`config.mk`:
```
export PLATFORM = sky130hd
export DESIGN_NAME = lwe_encrypt
export DESIGN_NICKNAME = d
export VERILOG_FILES = /design/src/rtl/lwe_pkg.sv /design/src/rtl/lwe_lfsr16.sv /design/src/rtl/lwe_encrypt.sv
export SDC_FILE = /design/constraint.sdc
export NUM_CORES = 1
export LEC_CHECK = 0
export CORE_ASPECT_RATIO = 1.4
export CORE_UTILIZATION = 58
export CTS_CLUSTER_DIAMETER = 50
export DETAILED_ROUTE_END_ITERATION = 8
export PLACE_DENSITY_LB_ADDON = 0.25
export SLEW_MARGIN = 5
export SYNTH_ARGS = -nofsm -noshare
export SYNTH_HDL_FRONTEND = slang
export SYNTH_HIERARCHICAL = 1
export SYNTH_SLANG_ARGS = --single-unit
export TNS_END_PERCENT = 1
```
`constraint.sdc`:
```
create_clock -name clk -period 3.7 [get_ports clk]
set_input_delay 0.37 -clock clk [delete_from_list [all_inputs] [get_ports clk]]
set_output_delay 0.37 -clock clk [all_outputs]
set_load 0.01 [all_outputs]
```
`src/rtl/lwe_pkg.sv`:
```
// Constants and types shared by the LWE encrypt and decrypt blocks.
// Widths here must agree with the decrypt stage that consumes cipher_text.
package lwe_pkg;

    localparam int LWE_PT_WIDTH   = 6;
    localparam int LWE_PT_MODULUS = 64;
    localparam int LWE_CT_WIDTH   = 10;
    localparam int LWE_CT_MODULUS = 1024;

    typedef logic [LWE_CT_WIDTH-1:0] ct_elem_t;

    // Galois LFSR feedback (x^16 + x^14 + x^13 + x^11 + 1), right-shifting form
    localparam logic [15:0] LFSR_TAPS     = 16'hB400;
    localparam logic [15:0] LFSR_ZERO_SUB = 16'h0001;
    // Bit of the LFSR state that decides whether a row joins the subset sum
    localparam logic [15:0] LFSR_SEL_MASK = 16'h0001;

    typedef enum logic [1:0] {
        IDLE,
        ACCUM,
        ENCODE,
        DONE
    } lwe_state_t;

endpackage

```
`src/rtl/lwe_lfsr16.sv`:
```
// 16-bit Galois LFSR used to choose the public-key row subset.
// A zero seed would lock the register at zero, so it is replaced on load.
module lwe_lfsr16
    import lwe_pkg::*;
(
    input  logic        clk,
    input  logic        rst,
    input  logic        load,
    input  logic        step,
    input  logic [15:0] seed,
    output logic [15:0] state
);

    logic [15:0] lfsr_reg;
    logic [15:0] lfsr_next;
    logic [15:0] feedback;

    assign feedback = lfsr_reg[0] ? LFSR_TAPS : 16'h0000;

    always_comb begin
        lfsr_next = lfsr_reg;
        if (load) begin
            lfsr_next = (seed == 16'h0000) ? LFSR_ZERO_SUB : seed;
        end else if (step) begin
            lfsr_next = (lfsr_reg >> 1) ^ feedback;
        end
    end

    always_ff @(posedge clk or posedge rst) begin
        if (rst) begin
            lfsr_reg <= 16'h0000;
        end else begin
            lfsr_reg <= lfsr_next;
        end
    end

    assign state = lfsr_reg;

endmodule

```
`src/rtl/lwe_encrypt.sv`:
```
// Regev LWE encryption: sums an LFSR-chosen subset of BIG_N public-key rows
// mod 2^CIPHERTEXT_WIDTH, adds the message into element 0, hands off valid/ready.
module lwe_encrypt
    import lwe_pkg::*;
#(
    parameter int PLAINTEXT_MODULUS  = LWE_PT_MODULUS,
    parameter int PLAINTEXT_WIDTH    = LWE_PT_WIDTH,
    parameter int DIMENSION          = 1,
    parameter int CIPHERTEXT_MODULUS = LWE_CT_MODULUS,
    parameter int CIPHERTEXT_WIDTH   = LWE_CT_WIDTH,
    parameter int BIG_N              = 30,
    parameter int MSG_SHIFT          = 0
) (
    input  logic                                        clk,
    input  logic                                        rst,
    input  logic                                        start,
    input  logic [PLAINTEXT_WIDTH-1:0]                  message,
    input  logic [15:0]                                 seed,
    input  logic [DIMENSION:0][CIPHERTEXT_WIDTH-1:0]    pk_row,
    input  logic                                        pk_valid,
    output logic                                        pk_ready,
    output logic [DIMENSION:0][CIPHERTEXT_WIDTH-1:0]    cipher_text,
    output logic                                        ct_valid,
    input  logic                                        ct_ready,
    output logic                                        busy
);

    localparam int CNT_W = $clog2(BIG_N + 1);
    localparam logic [CNT_W-1:0] LAST_ROW = CNT_W'(BIG_N - 1);
    localparam logic [CIPHERTEXT_WIDTH-1:0] CT_MASK = CIPHERTEXT_WIDTH'(CIPHERTEXT_MODULUS - 1);
    localparam logic [PLAINTEXT_WIDTH-1:0]  PT_MASK = PLAINTEXT_WIDTH'(PLAINTEXT_MODULUS - 1);

    lwe_state_t state_reg, state_next;

    logic [CNT_W-1:0]                              cnt_reg, cnt_next;
    logic [PLAINTEXT_WIDTH-1:0]                    msg_reg, msg_next;
    logic [DIMENSION:0][CIPHERTEXT_WIDTH-1:0]      acc_reg, acc_next;
    logic [DIMENSION:0][CIPHERTEXT_WIDTH-1:0]      ct_reg, ct_next;
    logic                                          ct_valid_reg, ct_valid_next;

    logic [DIMENSION:0][CIPHERTEXT_WIDTH-1:0]      acc_sum;
    logic [DIMENSION:0][CIPHERTEXT_WIDTH-1:0]      ct_enc;
    logic [CIPHERTEXT_WIDTH-1:0]                   enc_msg;
    logic [PLAINTEXT_WIDTH-1:0]                    msg_masked;

    logic        lfsr_load;
    logic        lfsr_step;
    logic [15:0] lfsr_state;
    logic        sel;

    lwe_lfsr16 u_lfsr (
        .clk   (clk),
        .rst   (rst),
        .load  (lfsr_load),
        .step  (lfsr_step),
        .seed  (seed),
        .state (lfsr_state)
    );

    assign sel = |(lfsr_state & LFSR_SEL_MASK);

    assign msg_masked = msg_reg & PT_MASK;
    assign enc_msg    = CIPHERTEXT_WIDTH'({{CIPHERTEXT_WIDTH{1'b0}}, msg_masked} << MSG_SHIFT);

    // Per-element datapath: running subset sum, and the final encode where only
    // element 0 carries the message.
    generate
        for (genvar gi = 0; gi <= DIMENSION; gi++) begin : g_elem
            assign acc_sum[gi] = (acc_reg[gi] + pk_row[gi]) & CT_MASK;
            if (gi == 0) begin : g_msg
                assign ct_enc[gi] = (acc_reg[gi] + enc_msg) & CT_MASK;
            end else begin : g_pass
                assign ct_enc[gi] = acc_reg[gi];
            end
        end
    endgenerate

    always_comb begin
        state_next    = state_reg;
        cnt_next      = cnt_reg;
        msg_next      = msg_reg;
        acc_next      = acc_reg;
        ct_next       = ct_reg;
        ct_valid_next = ct_valid_reg;
        lfsr_load     = 1'b0;
        lfsr_step     = 1'b0;

        case (state_reg)
            IDLE: begin
                if (start) begin
                    msg_next   = message;
                    cnt_next   = '0;
                    acc_next   = '0;
                    lfsr_load  = 1'b1;
                    state_next = ACCUM;
                end
            end
            ACCUM: begin
                // The LFSR and counter move only on accepted rows so stalls
                // upstream never change which rows are chosen.
                if (pk_valid) begin
                    lfsr_step = 1'b1;
                    cnt_next  = cnt_reg + 1'b1;
                    if (sel) begin
                        acc_next = acc_sum;
                    end
                    if (cnt_reg == LAST_ROW) begin
                        state_next = ENCODE;
                    end
                end
            end
            ENCODE: begin
                ct_next       = ct_enc;
                ct_valid_next = 1'b1;
                state_next    = DONE;
            end
            DONE: begin
                if (ct_ready) begin
                    ct_valid_next = 1'b0;
                    state_next    = IDLE;
                end
            end
            default: begin
                state_next = IDLE;
            end
        endcase
    end

    always_ff @(posedge clk or posedge rst) begin
        if (rst) begin
            state_reg    <= IDLE;
            cnt_reg      <= '0;
            msg_reg      <= '0;
            acc_reg      <= '0;
            ct_reg       <= '0;
            ct_valid_reg <= 1'b0;
        end else begin
            state_reg    <= state_next;
            cnt_reg      <= cnt_next;
            msg_reg      <= msg_next;
            acc_reg      <= acc_next;
            ct_reg       <= ct_next;
            ct_valid_reg <= ct_valid_next;
        end
    end

    assign pk_ready    = (state_reg == ACCUM);
    assign busy        = (state_reg != IDLE);
    assign cipher_text = ct_reg;
    assign ct_valid    = ct_valid_reg;

endmodule

```
Word-level counts from Yosys, hierarchy flattened

Index checks and enable logic that the tools add are counted.

Register bits: 70
Input bits: 47
Output and inout bits: 23
Logic and storage cells: 56

Add/subtract/negate cells: 4
Equality and inequality tests: 9
Muxes and demuxes: 22
Bitwise gates (word level): 1
Reductions and logical operators: 11

Operators with widths:

| cell                                                                    | count |
|---|---|
| 16-bit two-way mux                                                      | 4 |
| 20-bit two-way mux                                                      | 3 |
| 20-bit one-hot mux with 2 select lines                                  | 1 |
| 10-bit adder                                                            | 2 |
| 16-bit zero test                                                        | 1 |
| 15-bit by 16-bit bitwise XOR with 16-bit output                         | 1 |
| 10-bit by 6-bit adder with 10-bit output                                | 1 |
| 5-bit two-way mux                                                       | 2 |
| 5-bit one-hot mux with 2 select lines                                   | 1 |
| 2-bit two-way mux                                                       | 4 |
| 2-bit one-hot mux with 4 select lines                                   | 1 |
| 4-bit AND reduction                                                     | 2 |
| 2-bit nonzero test                                                      | 4 |
| 2-bit inequality test, second input constant                            | 3 |
| 5-bit by 1-bit adder with 5-bit output, second input constant           | 1 |
| 5-bit equality test, second input constant                              | 1 |
| 1-bit two-way mux                                                       | 5 |
| 2-bit equality test, second input constant                              | 2 |
| 2-bit by 1-bit inequality test with 1-bit output, second input constant | 2 |
| 2-bit AND reduction                                                     | 2 |
| 3-bit AND reduction                                                     | 1 |
| 2-bit by 1-bit equality test with 1-bit output, second input constant   | 1 |
| 2-bit zero test                                                         | 1 |
| 1-bit one-hot mux with 2 select lines                                   | 1 |

Longest topological paths before layout

Word-level depth: 4
Depth in mapped cells: 9

By module

Netlist, hierarchy kept.

Modules (own cells, without submodules):

| module      | instances | cells each | area an instance (µm²) | seq. area each (µm²) |
|---|---|---|---|---|
| lwe_encrypt | 1         | 312        | 3255.6                 | 1351.3 |
| lwe_lfsr16  | 1         | 79         | 842.1                  | 400.4 |

Least setup slack after synthesis

OpenSTA, ideal clock, no wires.

Path type: flip-flop to flip-flop
Start point: register acc_reg[0] (netlist bit)
End point: register acc_reg[8] (netlist bit)
Data arrival time: 1.825 ns
Required time: 3.567 ns
Path slack: 1.742 ns
Stages on the path, launching flop included: 9
Buffers on the path: 0
Period minus slack after synthesis: 1.958 ns
Path through: dfrtp_1 ha_1 fa_1 a21o_1 a21o_1 a21oi_1 o21ai_0 xnor2_1 o21ai_0

Longest elaborated chain between the ends: 4

RTL lines:

| element                                | RTL line           | text |
|---|---|---|
| start: declaration                     | lwe_encrypt.sv:37  | `logic [DIMENSION:0][CIPHERTEXT_WIDTH-1:0] acc_reg, acc_next;` |
| start signal: assignment               | lwe_encrypt.sv:141 | `acc_reg <= acc_next;` |
| 10-bit adder                           | lwe_encrypt.sv:69  | `assign acc_sum[gi] = (acc_reg[gi] + pk_row[gi]) & CT_MASK;` |
| 20-bit two-way mux                     | lwe_encrypt.sv:104 | `if (sel) begin` |
| 20-bit two-way mux                     | lwe_encrypt.sv:101 | `if (pk_valid) begin` |
| 20-bit one-hot mux with 2 select lines | lwe_encrypt.sv:88  | `case (state_reg)` |

Every way passes these cells. The select of a mux whose other input is x is not followed.
A chain may end at the register's enable or synchronous reset.

Final worst setup path

Start point: register state_reg[1]
End point: register acc_reg[13] (netlist bit)

Longest elaborated chain between the ends: 3
Elaborated cells between the ends (all ways): 8
Classes of those cells: 4 x eq/ne; 1 x mux; 3 x reduce/logical

RTL lines:

| element                                                                                   | RTL line           | text |
|---|---|---|
| start: declaration                                                                        | lwe_encrypt.sv:33  | `lwe_state_t state_reg, state_next;` |
| start signal: assignment                                                                  | lwe_encrypt.sv:138 | `state_reg <= state_next;` |
| 2-bit by 1-bit equality test with 1-bit output or 2-bit zero test (tied branches)         | lwe_encrypt.sv:88  |  |
| 2-bit by 1-bit inequality test with 1-bit output (no source line) (tied with other cells) | -                  |  |
| 4-bit AND reduction (no source line)                                                      | -                  |  |

Several ways; a longest one is shown, not always the timed one.

==> results list <==
- The flow ran to the end, and the final reports show no timing, DRC or antenna violations.
* Portion of the post-synthesis area used by sequential elements: 42.75%
* Minimum period implied by the final worst setup slack: 2.313 ns
- The initial utilization of the core area, before any placement, comes to 61.16%.
- Number of synthesized flops with an enable pin: 0
- TritonCTS created 9 clock buffers.
* Number of fill cells in the layout: 503
- Detailed-route wire length: 8.895 mm
* Final count of negative-setup-slack endpoints: 0
- Gates resized during post-CTS repair numbered 0.
* Crit path buffers/inverters: 2
- Post-Syn Nets: 472
- Count of buffers from port buffering: 69
- Via count of the first global-routing pass: 3321
* Mean instance size in the synthesized netlist: 10.48 sq um
* Class of the tightest hold or removal check: primary input to asynchronous set/reset pin
- Routability cong.: 0.8724
* Number of placement rows: 35
* Worst path cell trace: inv_1, ha_1, and2_1, buf_4, and3_1, o21ai_0, o21ai_0
- Number of post-CTS setup repair buffers: 0
- Compared with the post-synthesis result, the final layout area differs by 23.54%.
* TritonCTS Sinks: 70
* Hold WS: 0.4338 ns
- In the layout the commonest cells are sky130_fd_sc_hd__dfrtp_1, sky130_fd_sc_hd__clkdlybuf4s50_1, sky130_fd_sc_hd__nand2_1.
- The clock reaches the later pin of the worst-skew pair after 0.35 ns.
- Async SR Flop Fraction: 100.0%
- Final clock period utilization by the worst path: 62.53%
- The critical path in this run is classified as register to register.
- For this run, the number of Yosys warnings is 6.
* Met1 demand-to-capacity share in global routing: 30.42%
- The number of hold violations in the final report is 0.
* Register-to-register setup slack: 1.39 ns
- After synthesis the cells add up to 0.004098 sq mm.
- Global-route track usage on met2: 46.08%
- Half-perimeter wire length of the detailed placement result: 6.282 mm
- Root buf cell: sky130_fd_sc_hd__clkbuf_8
* Top cell by count, worst path: sky130_fd_sc_hd__o21ai_0
- Die Ht: 101.5 microns
- For this run, the post-layout net count is 541.
* Maximum number of pins on one net before global-route repair: 45
- Summed over all cells, the static leakage comes to 0.002286 uW.
* Maximum clock frequency: 432.3 MHz
- Setup repair after global routing left no endpoint under its margin.
- Post-CTS clock slew at the launch and capture registers of the worst setup and hold paths: 0.08 ns
* Placeable core region: 0.006700 sq mm
* Remaining max-slew budget at the tightest pin: 22.01%
* CTS Hold Bufs: 0
- TritonCTS built the clock tree.
- Final ANT Viol Nets: 0
* Cell area after placement: 0.004840 sq mm
- The final max-slew violation count was 0.
- Max-cap violations in this run came to 0.
- GR met3 Demand/Resource: 5.672%
- STA puts the critical path data required time at 3.96 ns.
- Crit start category: register
- The first TritonRoute pass finished after 6 iterations.
* Largest vdd supply drop: 0.4898 mV
* Cell area power density: 812.8 mW/mm^2
* Crit-path leading delay family: simple AND/OR/NAND/NOR gates
* Count of unique library cells instantiated by Yosys: 50
* Global-route layer with the greatest usage: met2
- All-Layer GR Usage: 26.43%
- Sequential cell area: 0.001752 sq mm
* # diodes: 0
- Number of cells on the critical path: 7
* Number of cells on the worst reg-to-reg path: 7
* Final clock skew: 0.009756 ns
- Wire length of the first global-routing pass: 14.95 mm
- Sum Neg Setup Slack: 0 ns
* H-tree Lvls: 3
- Total DRC errors in the routed layout: 0
- Area of the die: 0.007410 sq mm
- The initial antenna violation count came to 0.
- Routed via count divided by cell count: 5.829
* Post-synthesis register bit count: 70
* Number of DRC markers after the initial detailed-route iteration: 218
- Crit path setup slack, layout: 1.387 ns
* Primary flip-flop cell chosen by synthesis mapping: sky130_fd_sc_hd__dfrtp_1
- Pin placement for this block handled 70 I/O pins.
* Slew at the pin with the worst max-slew slack: 1.170 ns
* Master of the slowest instance on the critical path: sky130_fd_sc_hd__and3_1
* Delay of the slowest cell on the worst path: 0.43 ns
- Kind of end point of the critical path: register
- Most common cell after layout, fill and taps aside: sky130_fd_sc_hd__dfrtp_1
- Timing analysis after detailed placement gives a worst setup slack of 1.161 ns.
- Number of buffers on the longest clock path: 2
* Overflow left after global routing: 0
* Area taken by multi-input logic gates: 0.002185 sq mm
* Post-synthesis instance total: 391
- At the worst endpoint, the arrival time is 2.58 ns.
- Final cell area excluding filler cells: 0.005062 sq mm
- Vias: 3247
- The floorplan step set the die width to 73.04 microns.
* Average detailed-routed wire length per instance: 15.97 microns
* Maximum fanout count along the critical path: 19
- Layout cell share with drive strength beyond 1: 11.83%
metal layers:
| layer | part of all wire, % | routed length (microns) |
|---|---|---|
| met4 | 3.3 | 291 |
| met1 | 39 | 3429 |
| met2 | 54 | 4766 |
| met5 | 0 | 0 |
| met3 | 4.6 | 408 |
per-stage QoR:
step	instances	total power [uW]	utilization (%)
2_1_floorplan	391	2810	-
3_3_place_gp	541	3311	72.23
3_5_place_dp	541	3408	72.23
4_1_cts	557	4133	75.56
5_1_grt	557	4428	75.56
6_report	557	4115	75.56
cells in the mapped netlist (2+ instances only):
| cell | number | area share (%) |
|---|---|---|
| sky130_fd_sc_hd__a31oi_1 | 3 | 0.46 |
| sky130_fd_sc_hd__o31ai_1 | 2 | 0.37 |
| sky130_fd_sc_hd__ha_1 | 31 | 9.5 |
| sky130_fd_sc_hd__and2_1 | 2 | 0.31 |
| sky130_fd_sc_hd__and3_1 | 2 | 0.31 |
| sky130_fd_sc_hd__o21ai_0 | 33 | 4.0 |
| sky130_fd_sc_hd__dfrtp_1 | 70 | 43 |
| sky130_fd_sc_hd__or3_1 | 5 | 0.76 |
| sky130_fd_sc_hd__o211ai_1 | 2 | 0.37 |
| sky130_fd_sc_hd__inv_1 | 22 | 2.0 |
| sky130_fd_sc_hd__fa_1 | 3 | 1.5 |
| sky130_fd_sc_hd__o21ai_1 | 14 | 1.7 |
| sky130_fd_sc_hd__a22o_1 | 5 | 1.1 |
| sky130_fd_sc_hd__nand3_1 | 4 | 0.49 |
| sky130_fd_sc_hd__mux2i_1 | 17 | 4.2 |
| sky130_fd_sc_hd__o21bai_1 | 2 | 0.37 |
| sky130_fd_sc_hd__nor2b_1 | 2 | 0.31 |
| sky130_fd_sc_hd__nor4_2 | 4 | 1.2 |
| sky130_fd_sc_hd__a21oi_1 | 20 | 2.4 |
| sky130_fd_sc_hd__nand2b_1 | 3 | 0.46 |
| sky130_fd_sc_hd__a31o_2 | 4 | 0.85 |
| sky130_fd_sc_hd__nand4_1 | 2 | 0.31 |
| sky130_fd_sc_hd__nand2_1 | 38 | 3.5 |
| sky130_fd_sc_hd__a21o_1 | 12 | 2.2 |
| sky130_fd_sc_hd__nor2_1 | 11 | 1.0 |
| sky130_fd_sc_hd__xnor2_1 | 9 | 1.9 |
| sky130_fd_sc_hd__o2111ai_1 | 2 | 0.43 |
| sky130_fd_sc_hd__clkbuf_1 | 5 | 0.46 |
| sky130_fd_sc_hd__xor2_1 | 13 | 2.8 |
| sky130_fd_sc_hd__buf_2 | 5 | 0.61 |
| sky130_fd_sc_hd__mux2_2 | 21 | 5.8 |
| sky130_fd_sc_hd__a211oi_1 | 5 | 0.92 |
report_power, final:
group	leakage [uW]	total (uW)	switching [uW]	internal (uW)
logic	0.00128	2060	1050	1010
clock network	0.000108	688	292	395
registers	0.000901	1370	258	1110
total	0.00229	4110	1600	2510
worst paths after layout:
| kind | start | to |
|---|---|---|
| setup reg to reg | state_reg[1]$_DFFE_PP0P_ | acc_reg[13]$_DFFE_PP0P_ |
| hold reg to reg | cipher_text[10]$_DFFE_PP0P_ | cipher_text[10]$_DFFE_PP0P_ |
| min in group clk | cipher_text[10]$_DFFE_PP0P_ | cipher_text[10]$_DFFE_PP0P_ |
| setup / recovery | state_reg[1]$_DFFE_PP0P_ | acc_reg[13]$_DFFE_PP0P_ |
| hold / removal | rst | u_lfsr/state[6]$_DFFE_PP0P_ |
| max in group asynchronous | rst | msg_masked[2]$_DFFE_PP0P_ |
cells by family after synthesis:
logic type                 Yosys count  synth area share (%)
muxes                               39                 10.29
adders and majority gates           34                 10.93
and+or+nand+nor                     78                 9.679
buffers and inverters               35                 3.939
xor gates and xnor gates            22                 4.702
DFF                                 70                 42.75
AOI/OAI and AO/OA                  113                 17.71
final cells by class:
cell class | count | share of cell area, %
repair buffers | 71 | 13.94
clock inverters | 6 | 1.681
clock buffers | 10 | 2.719
multi-input cells | 286 | 43.15
flip-flops and latches | 70 | 34.60
well taps | 92 | 2.274
inverters | 22 | 1.631
No activity file was read; power rests on OpenSTA's default activity.
